<file path="config.mk">
export PLATFORM = sky130hd
export DESIGN_NAME = decoder_3to8_reg
export DESIGN_NICKNAME = d
export VERILOG_FILES = /design/src/rtl/decoder_pkg.sv /design/src/rtl/decoder_3to8_comb.sv /design/src/rtl/decoder_3to8_reg.sv
export SDC_FILE = /design/constraint.sdc
export NUM_CORES = 1
export LEC_CHECK = 0
export BUFFER_PORTS_ARGS = -buffer_cell sky130_fd_sc_hd__buf_2
export CAP_MARGIN = 40
export CORE_AREA = 2 2 39 41
export CTS_BUF_LIST = sky130_fd_sc_hd__clkbuf_8 sky130_fd_sc_hd__clkbuf_16
export DETAILED_ROUTE_END_ITERATION = 10
export DIE_AREA = 0 0 41 43
export GPL_ROUTABILITY_DRIVEN = 0
export PLACE_DENSITY_LB_ADDON = 0.1
export SYNTH_ARGS = -nofsm -noshare
export SYNTH_HDL_FRONTEND = slang
export SYNTH_HIERARCHICAL = 1
export SYNTH_SLANG_ARGS = --single-unit
</file>
<file path="constraint.sdc">
create_clock -name iClk -period 0.8 [get_ports iClk]
set_clock_uncertainty 0.05 [all_clocks]
set_input_delay 0.04 -clock iClk [delete_from_list [all_inputs] [get_ports iClk]]
set_output_delay 0.04 -clock iClk [all_outputs]
set_load 0.05 [all_outputs]
</file>
<file path="src/rtl/decoder_pkg.sv">
// Shared constants and the active-low one-hot decode function for the
// registered 3-to-8 decoder.
package decoder_pkg;

    localparam int SEL_W = 3;
    localparam int OUT_W = 1 << SEL_W;
    localparam int IN_W  = SEL_W + 1;

    localparam logic [1:0]       ENA_ACTIVE = 2'b10;
    localparam logic [OUT_W-1:0] OUT_IDLE   = {OUT_W{1'b1}};

    // Enabled: only bit 'sel' is driven low. Disabled: every output idles high.
    function automatic logic [OUT_W-1:0] decode_onehot_n(
        input logic [SEL_W-1:0] sel,
        input logic             en
    );
        logic [OUT_W-1:0] vec;
        vec = OUT_IDLE;
        if (en) begin
            vec[sel] = 1'b0;
        end
        return vec;
    endfunction

endpackage

</file>
<file path="src/rtl/decoder_3to8_comb.sv">
// Pure combinational 74x138-style decoder: G1 high and G2 low enable one
// active-low output selected by sel.
module decoder_3to8_comb
    import decoder_pkg::*;
(
    input  logic [1:0]       ena,
    input  logic [SEL_W-1:0] sel,
    output logic             en,
    output logic [OUT_W-1:0] dec_n
);

    // Unknown enables compare as not-equal, so they fall to the idle pattern.
    assign en    = (ena == ENA_ACTIVE);
    assign dec_n = decode_onehot_n(sel, en);

endmodule

</file>
<file path="src/rtl/decoder_3to8_reg.sv">
// Registered 3-to-8 chip-select decoder with active-low outputs.
// Define DECODER_RANGE_ERR_EN to add the registered out-of-range flag oErr.
module decoder_3to8_reg
    import decoder_pkg::*;
#(
    parameter int RST_VAL_ALL1 = 1
) (
    input  logic             iClk,
    input  logic             iRst,
    input  logic [1:0]       iEna,
    input  logic [IN_W-1:0]  iData,
    output logic [OUT_W-1:0] oData
`ifdef DECODER_RANGE_ERR_EN
    ,
    output logic             oErr
`endif
);

    localparam logic [OUT_W-1:0] RST_VAL = (RST_VAL_ALL1 != 0) ? OUT_IDLE : '0;

    logic             en;
    logic [OUT_W-1:0] dec_n;

    decoder_3to8_comb u_comb (
        .ena   (iEna),
        .sel   (iData[SEL_W-1:0]),
        .en    (en),
        .dec_n (dec_n)
    );

    // NOTE: non-blocking assignment so the register samples pre-edge values.
    always_ff @(posedge iClk or posedge iRst) begin
        if (iRst) begin
            oData <= RST_VAL;
        end else begin
            oData <= dec_n;
        end
    end

`ifdef DECODER_RANGE_ERR_EN
    // Out-of-range flag: the decode still follows the low select bits.
    always_ff @(posedge iClk or posedge iRst) begin
        if (iRst) begin
            oErr <= 1'b0;
        end else begin
            oErr <= en & iData[SEL_W];
        end
    end
`else
    logic unused_sel_msb;
    assign unused_sel_msb = iData[SEL_W];
`endif

    // Chip selects must never overlap.
    a_one_select_max : assert property (
        @(posedge iClk) disable iff (iRst) $countones(~oData) <= 1
    );

endmodule

</file>
==> results of run 1 <==
==> through the flow <==
stage,hold WS [ns],std cells,setup TNS [ns],worst slack (ns)
after floorplan,0.03261,22,0,0.05446
after global placement,0.1883,52,-0.2284,-0.03075
after detailed placement,0.1935,52,-0.2441,-0.03387
after CTS,0.002920,58,-1.459,-0.1855
after global routing,0.02446,58,-1.558,-0.1985
final,0.007326,58,-1.382,-0.1756
==> area by class of cell <==
cell class | count | area (sq um) | area share
Clock buffer | 3 | 41.29 | 0.07838
Inverter | 1 | 3.754 | 0.007126
Multi-Input combinational cell | 13 | 71.32 | 0.1354
Sequential cell | 8 | 210.2 | 0.3991
Tap cell | 16 | 20.02 | 0.03800
Timing Repair Buffer | 17 | 180.2 | 0.3420
==> where the power goes <==
group	switching [W]	internal, W	leakage, nW
Sequential	0.00000396	0.000420	0.0842
Combinational	0.0000544	0.0000469	0.121
Clock	0.000133	0.000324	0.0216
Total	0.000191	0.000790	0.227
==> per-layer routing <==
metal	global-route usage	up-vias	wire [microns]
met4	0.08000	0	0
met1	0.09967	102	196
li1	-	113	-
met3	0.03141	0	59
met5	0	-	0
met2	0.1094	11	262
==> worst max-delay path by stage <==
stage	startpoint	end	slack, ns	depth (start not counted)
after floorplan	oData[0]	oData[0]	0.05	0
after global placement	oData[0]	oData[0]	-0.03	1
after detailed placement	oData[4]	oData[4]	-0.03	1
after CTS	oData[0]	oData[0]	-0.19	1
after global routing	oData[6]	oData[6]	-0.20	1
final	oData[0]	oData[0]	-0.18	1
==> repair_timing <==
item | CTS | global route
endpoints found under the hold margin | 10 | 0
hold buffers | 3 | 0
resized for setup | 23 | 1
endpoints found under the setup margin | 8 | 8
==> cells in the final DEF (no fill, tap or decap) <==
cell type,count
dlygate4sd3_1,3
and3b_2,1
nor2b_1,2
clkbuf_8,3
buf_2,6
inv_1,1
nor2_1,1
nor3b_2,1
nand2_1,6
nand3_1,2
dfstp_2,8
buf_8,8
==> out/summary.log, run 1 <==
[floorplanning] die outline height 43 microns
[run_status] result of the run complete, but fails checks
[placed_design] port buffer count 14
[clock_network] sink count of the clock tree 8
[cells_and_area] Util after Layout 0.3807
[detailed_routing] mean number of vias per cell 3.897
[clock_network] buffer levels on the longest clock path 2
[cells_and_area] flip-flop count of the largest register after layout 8
[sta] slew margin rel. 0.7997
[cells_and_area] leading registers by flop count oData: 8 flops
[clock_network] clock root buffer clkbuf_8
[yosys] post-synthesis area per instance 12.97 sq um
[sta] Final Max Tran Viols 0
[floorplanning] starting utilization of the core area 0.2061
[critical_path] kind of start point of the critical path flip-flop
[cells_and_area] share of layout cells above drive strength 1 0.6429
[critical_path] kind of cell with the highest combined delay on the critical path flip-flops
[cells_and_area] Filler Cell Count 143
[floorplanning] overall die width 41 microns
[pwr] Worst VDD drop 0.6168 mV
[grt] overflow left after global routing 0
[grt] initial antenna violation count 0
[critical_path] max incr delay on CP 0.53 ns
[floorplanning] Std-Cell Core Area 1384 sq um
[detailed_routing] post-detailed-route DRC marker count 0
[cells_and_area] Layout area overhead 84.65%
[run_status] violated checks negative setup slack
[grt] global-route total usage across every layer 0.08418
[floorplanning] Rows 14
[pwr] Pwr Density 1862 nW/um^2
[pwr] static leakage 0.2270 nW
[critical_path] sort of element at the end of the critical path output port
[grt] maximum number of pins on one net before global-route repair 9
[yosys] cells after synthesis 22
[floorplanning] boundary pin count 16
[sta] Final setup violation count 8
[yosys] synthesized cell area 285.3 sq um
[sta] slew of the pin with the lowest slew margin 0.2992 ns
[hold_path] count of cells along the worst hold path 3
[critical_path] critical-path cell with the highest stage delay dfstp_2
[clock_network] clock tree from TritonCTS done
[detailed_routing] vias after detailed routing 226
[cells_and_area] largest register by flop count oData
[critical_path] arrival time of data at the critical path endpoint 0.89 ns
[hold_path] type of the tightest min-delay check in2reg
[critical_path] worst-path maximum fanout 1
[cells_and_area] post-route cell area 526.8 sq um
[sta] unrepaired setup endpoints after global routing yes
[grt] number of global-route vias before repair 247
[hold_path] HP Start iEna[0]
[yosys] post-synth net total 30
[sta] least setup slack across all paths after layout -0.1756 ns
[critical_path] kind of critical path reg2out
[floorplanning] area of the die 1763 sq um
[critical_path] cell-by-cell listing of the critical path buf_8
[placed_design] HPWL Detailed 416.7 microns
[placed_design] Placed Instance Area 375.4 sq um
[clock_network] maximum level of the CTS H-tree 1
[clock_network] clock-pin slew on the worst setup and hold paths 0.04 ns
[clock_network] Post-CTS Repair Setup Buffers 0
[cells_and_area] NumNets Final 52
[critical_path] Req. time, crit path 0.71 ns
[detailed_routing] drt pass-1 iters 1
[hold_path] terminating pin of the worst hold path oData[0]
[grt] wire length of the first global-routing pass 931 microns
[detailed_routing] wire per inst 8.948 microns
[sta] Tmin final 0.9756 ns
[job] max_cap viols 0
[cells_and_area] count of inserted antenna diode cells 0
[sta] highest achievable clock rate 1.025 GHz
[critical_path] Critical path buffers and inverters 1
[sta] final hold violation count 0
[pwr] overall power of the completed layout 0.0009809 W
[detailed_routing] number of design-rule violations left by the first detailed-router iteration 0
[sta] final worst-path cycle share 1.219
[clock_network] CTS Buf Count 3
[detailed_routing] DRT antenna net count 0
[yosys] Yosys warning total 6
[detailed_routing] final routed wirelength across all metal layers 519 microns
No activity file was read; power rests on OpenSTA's default activity.
==> run 2, diff against run 1 <==
- ABC_AREA: not set -> 1
==> run 2 against run 1 <==
Compared with the run above:
- the flow still finishes with violations (negative setup slack)
- synthesized area increased by 4.8%
- largest power group unchanged
- sequential power about the same
- non-clock buffer count is 1 lower
- sequential share of layout area is 0.28 points lower
- synthesized cell count up 23%
- first-iteration DRC count up 6
- count of clock-buffer cells in the layout did not move
==> out/summary.log, run 2 <==
[sta] final worst-path cycle share 1.230 [+0.01028]
[yosys] top cells by area in the synthesized netlist dfstp_2 (70%), nand3_1 (13%), inv_1 (7.5%)
[floorplanning] die outline height 43 microns [unchanged]
[cells_and_area] most frequent cells in the layout dfstp_2 (8), buf_8 (8), nand3_1 (8)
[floorplanning] area of the die 1763 sq um [unchanged]
[detailed_routing] post-detailed-route DRC marker count 0 [unchanged]
[yosys] library cell with the largest summed area after synthesis dfstp_2
[yosys] asr flop ratio synth 1.000
[clock_network] buffer levels on the longest clock path 2 [unchanged]
[detailed_routing] vias after detailed routing 245 [+8.4%]
[clock_network] maximum level of the CTS H-tree 1 [unchanged]
[floorplanning] starting utilization of the core area 0.2161 [+0.009946]
[sta] least setup slack across all paths after layout -0.1838 ns [-0.008228 ns]
[yosys] synthesized cell area 299.0 sq um [+4.8%]
[pwr] net switching power 0.0002101 W [+10%]
[detailed_routing] wire per inst 8.419 microns [-5.9%]
[floorplanning] overall die width 41 microns [unchanged]
[cells_and_area] Filler Cell Count 143 [unchanged]
[detailed_routing] mean number of vias per cell 3.952 [+1.4%]
[yosys] leading post-synthesis cells by instance count dfstp_2 (8), nand3_1 (8), inv_1 (6), nor2_1 (3)
[cells_and_area] largest register by flop count oData
[grt] overflow left after global routing 0 [unchanged]
[cells_and_area] leading registers by flop count oData: 8 flops
[grt] number of global-route vias before repair 244 [-1.2%]
[pwr] Worst VDD drop 0.6326 mV [+2.6%]
[sta] Final setup violation count 8 [unchanged]
[sta] Post-Route Hold Slack 0.01993 ns [+0.01261 ns]
[floorplanning] boundary pin count 16 [unchanged]
[pwr] logic gate share of total power 0.107 [+0.004]
[cells_and_area] share of layout cells above drive strength 1 0.5652 [-0.07764]
[grt] initial antenna violation count 0 [unchanged]
[clock_network] clock-pin slew on the worst setup and hold paths 0.04 ns [about the same]
[clock_network] Post-CTS Repair Setup Buffers 0 [unchanged]
[critical_path] critical-path cell with the highest stage delay dfstp_2
[grt] wire length of the first global-routing pass 917 microns [-1.5%]
[yosys] number of flip-flops and latches in the synthesized netlist 8
[placed_design] port buffer count 14 [unchanged]
[clock_network] CTS Buf Count 3 [unchanged]
[job] max_cap viols 0 [unchanged]
[cells_and_area] filler-free cell count of the finished design 62 [+6.9%]
[floorplanning] Std-Cell Core Area 1384 sq um [unchanged]
[detailed_routing] DRT antenna net count 0 [unchanged]
[critical_path] kind of cell with the highest combined delay on the critical path flip-flops
[critical_path] sort of element at the end of the critical path output port
[clock_network] clock tree from TritonCTS done
[yosys] post-synthesis area per instance 11.08 sq um [-15%]
[placed_design] Placed Cells incl. Taps 57 [+9.6%]
[run_status] violated checks negative setup slack
[sta] Final Max Tran Viols 0 [unchanged]
[sta] Tmin final 0.9838 ns [+0.008228 ns]
[sta] final hold violation count 0 [unchanged]
[yosys] cells after synthesis 27 [+23%]
[yosys] post-synth net total 35 [+17%]
[critical_path] worst-path maximum fanout 1 [unchanged]
[sta] unrepaired setup endpoints after global routing yes
[grt] global-route total usage across every layer 0.08647 [+0.002291]
[pwr] Pint 0.0007874 W [-0.33%]
[pwr] clock share of power 0.469 [+0.004]
[pwr] overall power of the completed layout 0.0009976 W [+1.7%]
[critical_path] max incr delay on CP 0.53 ns [about the same]
[critical_path] Critical path buffers and inverters 1 [unchanged]
[grt] maximum number of pins on one net before global-route repair 9 [unchanged]
[cells_and_area] multi-input gate area in the final layout 66.31 sq um [-7.0%]
[cells_and_area] NumNets Final 56 [+7.7%]
[pwr] static leakage 0.2466 nW [+8.6%]
[pwr] sequential group share of total power 0.425 [-0.007]
[cells_and_area] Layout area overhead 77.41%
[yosys] share of the synthesized area in the top cell type 0.7029
[cells_and_area] count of inserted antenna diode cells 0 [unchanged]
[clock_network] sink count of the clock tree 8 [unchanged]
[cells_and_area] flip-flop count of the largest register after layout 8 [unchanged]
[detailed_routing] drt pass-1 iters 4 [+3]
[yosys] top flip-flop cell by instance count after synthesis dfstp_2
[run_status] result of the run complete, but fails checks
[floorplanning] Rows 14 [unchanged]
[yosys] unique cell type count in the Yosys netlist 6
[critical_path] cell-by-cell listing of the critical path buf_8
[detailed_routing] number of design-rule violations left by the first detailed-router iteration 6 [+6]
[placed_design] pre-CTS WS -0.04162 ns [-0.007745 ns]
[critical_path] arrival time of data at the critical path endpoint 0.89 ns [about the same]
[sta] highest achievable clock rate 1.016 GHz [-0.84%]
[cells_and_area] Register Area 210.2 sq um [unchanged]
[sta] slew of the pin with the lowest slew margin 0.2610 ns [-0.03822 ns]
[sta] slew margin rel. 0.8258 [+0.02616]
[sta] Setup TNS -1.432 ns [-0.04984 ns]
[yosys] EDFF count, synth 0
[yosys] share of the yosys chip area belonging to registers 0.7029
[yosys] Yosys warning total 6 [unchanged]
[critical_path] kind of start point of the critical path flip-flop
[pwr] Pwr Density 1880 nW/um^2 [+0.98%]
[critical_path] Req. time, crit path 0.71 ns [about the same]
[critical_path] kind of critical path reg2out
[detailed_routing] final routed wirelength across all metal layers 522 microns [+0.58%]
[pwr] fraction of power spent switching nets 0.2106 [+0.01602]
[hold_path] type of the tightest min-delay check in2reg
[clock_network] clock root buffer clkbuf_8
-- run 2: metrics by stage --
stage,instance area (sq um),utilization
final,530.5,0.3834
after global routing,530.5,0.3834
after CTS,526.8,0.3807
after detailed placement,389.1,0.2812
after global placement,389.1,0.2812
after floorplan,299.0,-
-- run 2: path summary, 6_finish.rpt --
check	startpoint	to	slack (ns)	cells after the start
setup / recovery	oData[2]	oData[2]	-0.18	1
hold / removal	iEna[0]	oData[3]	0.02	3
max in group asynchronous	iRst	oData[2]	0.19	3
min in group asynchronous	iRst	oData[6]	0.49	3
-- run 2: what timing repair did --
item | CTS | global route
gates resized for setup | 23 | 1
endpoints found under the setup margin | 8 | 8
hold buffers | 2 | 0
hold endpoints to repair | 12 | 0
cloned | 0 | 0
-- run 2: power by group through the flow --
stage | registers, W | clock network (W) | logic (W)
global route | 0.000424 | 0.000507 | 0.000117
CTS | 0.000424 | 0.000477 | 0.000106
floorplan | 0.000450 | 0 | 0.0000297
global placement | 0.000424 | 0 | 0.0000855
detailed placement | 0.000425 | 0 | 0.0000861
finish | 0.000424 | 0.000467 | 0.000107
-- run 2: cell families after synthesis --
group         count (synthesis)  synth area share
buf+inv                       6           0.07531
simple gates                 13            0.2217
flops                         8            0.7029
-- run 2: cell type report --
| cell class | count | share of cell area |
|---|---|---|
| Sequential cell | 8 | 0.3962 |
| Timing Repair Buffer | 16 | 0.3208 |
| Multi-Input combinational cell | 13 | 0.1250 |
| Clock buffer | 3 | 0.07783 |
| Inverter | 6 | 0.04245 |
| Tap cell | 16 | 0.03774 |
-- run 2: layer usage --
| layer | part of all wire | global-route usage |
|---|---|---|
| met1 | 0.41 | 0.09396 |
| met2 | 0.46 | 0.1031 |
| met3 | 0.073 | 0.03141 |
| met4 | 0.057 | 0.1200 |
| met5 | 0 | 0 |
==> run 3, diff against run 2 <==
- CELL_PAD_IN_SITES_DETAIL_PLACEMENT: not set -> 1
- CELL_PAD_IN_SITES_GLOBAL_PLACEMENT: not set -> 1
- SLEW_MARGIN: not set -> 20
==> run 3 against run 2 <==
Compared with the run above:
- non-clock buffer count is 1 lower
- first-iteration DRC count is 33% lower
- sequential share of layout area is 0.76 points higher
- final cell count shrank 1.6%
- the run ends with negative hold slack, negative setup slack left
- largest power group unchanged
- hold slack worse by 0.033 ns
- highest routed layer is now met3
- worst setup slack improved by 0.0037 ns
- via count fell by 6.5%
- maximum frequency rose by 0.37%
- global-route usage down 0.20 points
==> out/summary.log, run 3 (same netlist as run 2, synthesis figures left out) <==
[floorplanning] Std-Cell Core Area 1384 sq um [unchanged]
[grt] overflow left after global routing 0 [unchanged]
[clock_network] Post-CTS Repair Setup Buffers 0 [unchanged]
[pwr] Pwr Density 1887 nW/um^2 [+0.36%]
[detailed_routing] mean number of vias per cell 3.754 [-5.0%]
[hold_path] count of cells along the worst hold path 2 [-1]
[detailed_routing] vias after detailed routing 229 [-6.5%]
[run_status] violated checks negative hold slack, negative setup slack
[critical_path] kind of cell with the highest combined delay on the critical path flip-flops
[clock_network] maximum level of the CTS H-tree 1 [unchanged]
[cells_and_area] most frequent cells in the layout dfstp_2 (8), buf_8 (8), nand3_1 (8)
[pwr] overall power of the completed layout 0.0009822 W [-1.5%]
[grt] global-route track usage on met1 0.08725 [-0.006711]
[cells_and_area] count of inserted antenna diode cells 0 [unchanged]
[sta] Final Max Tran Viols 0 [unchanged]
[cells_and_area] Util after Layout 0.3761 [-0.007233]
[sta] highest achievable clock rate 1.020 GHz [+0.37%]
[clock_network] clock tree from TritonCTS done
[cells_and_area] leading registers by flop count oData: 8 flops
[run_status] result of the run complete, but fails checks
[sta] slew margin rel. 0.8250 [-0.0008450]
[floorplanning] Rows 14 [unchanged]
[job] max_cap viols 0 [unchanged]
[placed_design] Placed Cells incl. Taps 57 [unchanged]
[grt] initial antenna violation count 0 [unchanged]
[clock_network] CTS Buf Count 3 [unchanged]
[sta] Tmin final 0.9801 ns [-0.003653 ns]
[placed_design] port buffer count 14 [unchanged]
[grt] number of global-route vias before repair 243 [-0.41%]
[sta] least setup slack across all paths after layout -0.1801 ns [+0.003653 ns]
[pwr] Worst VDD drop 0.5262 mV [-17%]
[pwr] net switching power 0.0001989 W [-5.3%]
[grt] global-route total usage across every layer 0.08444 [-0.002035]
[sta] slew of the pin with the lowest slew margin 0.2622 ns [+0.001267 ns]
[critical_path] cell-by-cell listing of the critical path buf_8
[critical_path] instance count on the critical path 1 [unchanged]
[cells_and_area] share of layout cells above drive strength 1 0.5778 [+0.01256]
[detailed_routing] DRT antenna net count 0 [unchanged]
[floorplanning] boundary pin count 16 [unchanged]
[critical_path] worst-path maximum fanout 1 [unchanged]
[floorplanning] die outline height 43 microns [unchanged]
[critical_path] arrival time of data at the critical path endpoint 0.89 ns [about the same]
[sta] Post-Route Hold Slack -0.01355 ns [-0.03348 ns]
[critical_path] Critical path buffers and inverters 1 [unchanged]
[grt] wire length of the first global-routing pass 931 microns [+1.5%]
[detailed_routing] number of design-rule violations left by the first detailed-router iteration 4 [-2]
[pwr] static leakage 0.2424 nW [-1.7%]
[clock_network] sink count of the clock tree 8 [unchanged]
[hold_path] type of the tightest min-delay check in2reg
[cells_and_area] largest register by flop count oData
[grt] maximum number of pins on one net before global-route repair 9 [unchanged]
[floorplanning] overall die width 41 microns [unchanged]
[detailed_routing] post-detailed-route DRC marker count 0 [unchanged]
[critical_path] max incr delay on CP 0.53 ns [about the same]
[critical_path] critical-path cell with the highest stage delay dfstp_2
[clock_network] buffer levels on the longest clock path 2 [unchanged]
[sta] Final setup violation count 8 [unchanged]
[floorplanning] starting utilization of the core area 0.2161 [unchanged]
[critical_path] sort of element at the end of the critical path output port
[detailed_routing] wire per inst 8.934 microns [+6.1%]
[critical_path] Req. time, crit path 0.71 ns [about the same]
[pwr] Pint 0.0007833 W [-0.52%]
[critical_path] kind of critical path reg2out
[sta] final hold violation count 4 [+4]
[grt] global routing usage on met2 0.1094 [+0.006250]
[cells_and_area] Layout area overhead 74.06%
[pwr] sequential group share of total power 0.431 [+0.006]
[detailed_routing] drt pass-1 iters 4 [unchanged]
[clock_network] clock-pin slew on the worst setup and hold paths 0.04 ns [about the same]
[grt] GRT Max-Usage Layer met2
[floorplanning] area of the die 1763 sq um [unchanged]
[clock_network] clock root buffer clkbuf_8
[detailed_routing] final routed wirelength across all metal layers 545 microns [+4.4%]
[grt] met3 track utilization from global routing 0.03665 [+0.005236]
[cells_and_area] NumNets Final 55 [-1.8%]
[sta] final worst-path cycle share 1.225 [-0.004566]
[pwr] logic gate share of total power 0.105 [-0.002]
[cells_and_area] filler-free cell count of the finished design 61 [-1.6%]
[critical_path] kind of start point of the critical path flip-flop
[pwr] clock share of power 0.464 [-0.005]
[cells_and_area] flip-flop count of the largest register after layout 8 [unchanged]
[sta] unrepaired setup endpoints after global routing yes
[pwr] fraction of power spent switching nets 0.2025 [-0.008116]
## run 3: cell types whose count changed in the layout (fill, tap and decap cells not counted), sizes merged
cell,change
dlygate4sd3,-1
## run 3: power by group through the flow
stage / combinational [W] / sequential (W) / clock, W
floorplan: 0.0000297 / 0.000450 / 0
global placement: 0.0000855 / 0.000424 / 0
detailed placement: 0.0000873 / 0.000425 / 0
CTS: 0.000107 / 0.000424 / 0.000473
global route: 0.000113 / 0.000424 / 0.000500
finish: 0.000103 / 0.000424 / 0.000456
## run 3: layout make-up
class	instances	area (sq um)
inverter	6	22.52
sequential	8	210.2
tap	16	20.02
multi-input combinational	13	66.31
clock buffer	3	41.29
timing repair buffer	15	160.2
fill	158	863.3
## run 3: metal layers
| layer | part of all wire | vias to the layer above | wire [microns] |
|---|---|---|---|
| li1 | - | 119 | - |
| met1 | 0.38 | 98 | 208 |
| met2 | 0.54 | 12 | 293 |
| met3 | 0.079 | 0 | 43 |
| met4 | 0 | 0 | 0 |
| met5 | 0 | - | 0 |
## run 3: final timing paths
check | from | endpoint | slack [ns]
setup / recovery | oData[1] | oData[1] | -0.18
hold / removal | iData[0] | oData[5] | -0.01
max in group asynchronous | iRst | oData[6] | 0.19
min in group asynchronous | iRst | oData[1] | 0.48
## run 3: repair_timing
item | in CTS | in global routing
hold endpoints to repair | 12 | 0
endpoints found under the setup margin | 8 | 9
hold buffers | 2 | 0
gates cloned | 0 | 0
resized for setup | 23 | 1
## run 3: metrics by stage
step | cell area [sq um] | setup TNS (ns) | setup WS, ns
floorplan | 299.0 | 0 | 0.05446
global placement | 389.1 | -0.2219 | -0.02908
detailed placement | 389.1 | -0.2589 | -0.03854
CTS | 526.8 | -1.474 | -0.1892
global route | 520.5 | -1.573 | -0.2000
finish | 520.5 | -1.406 | -0.1801
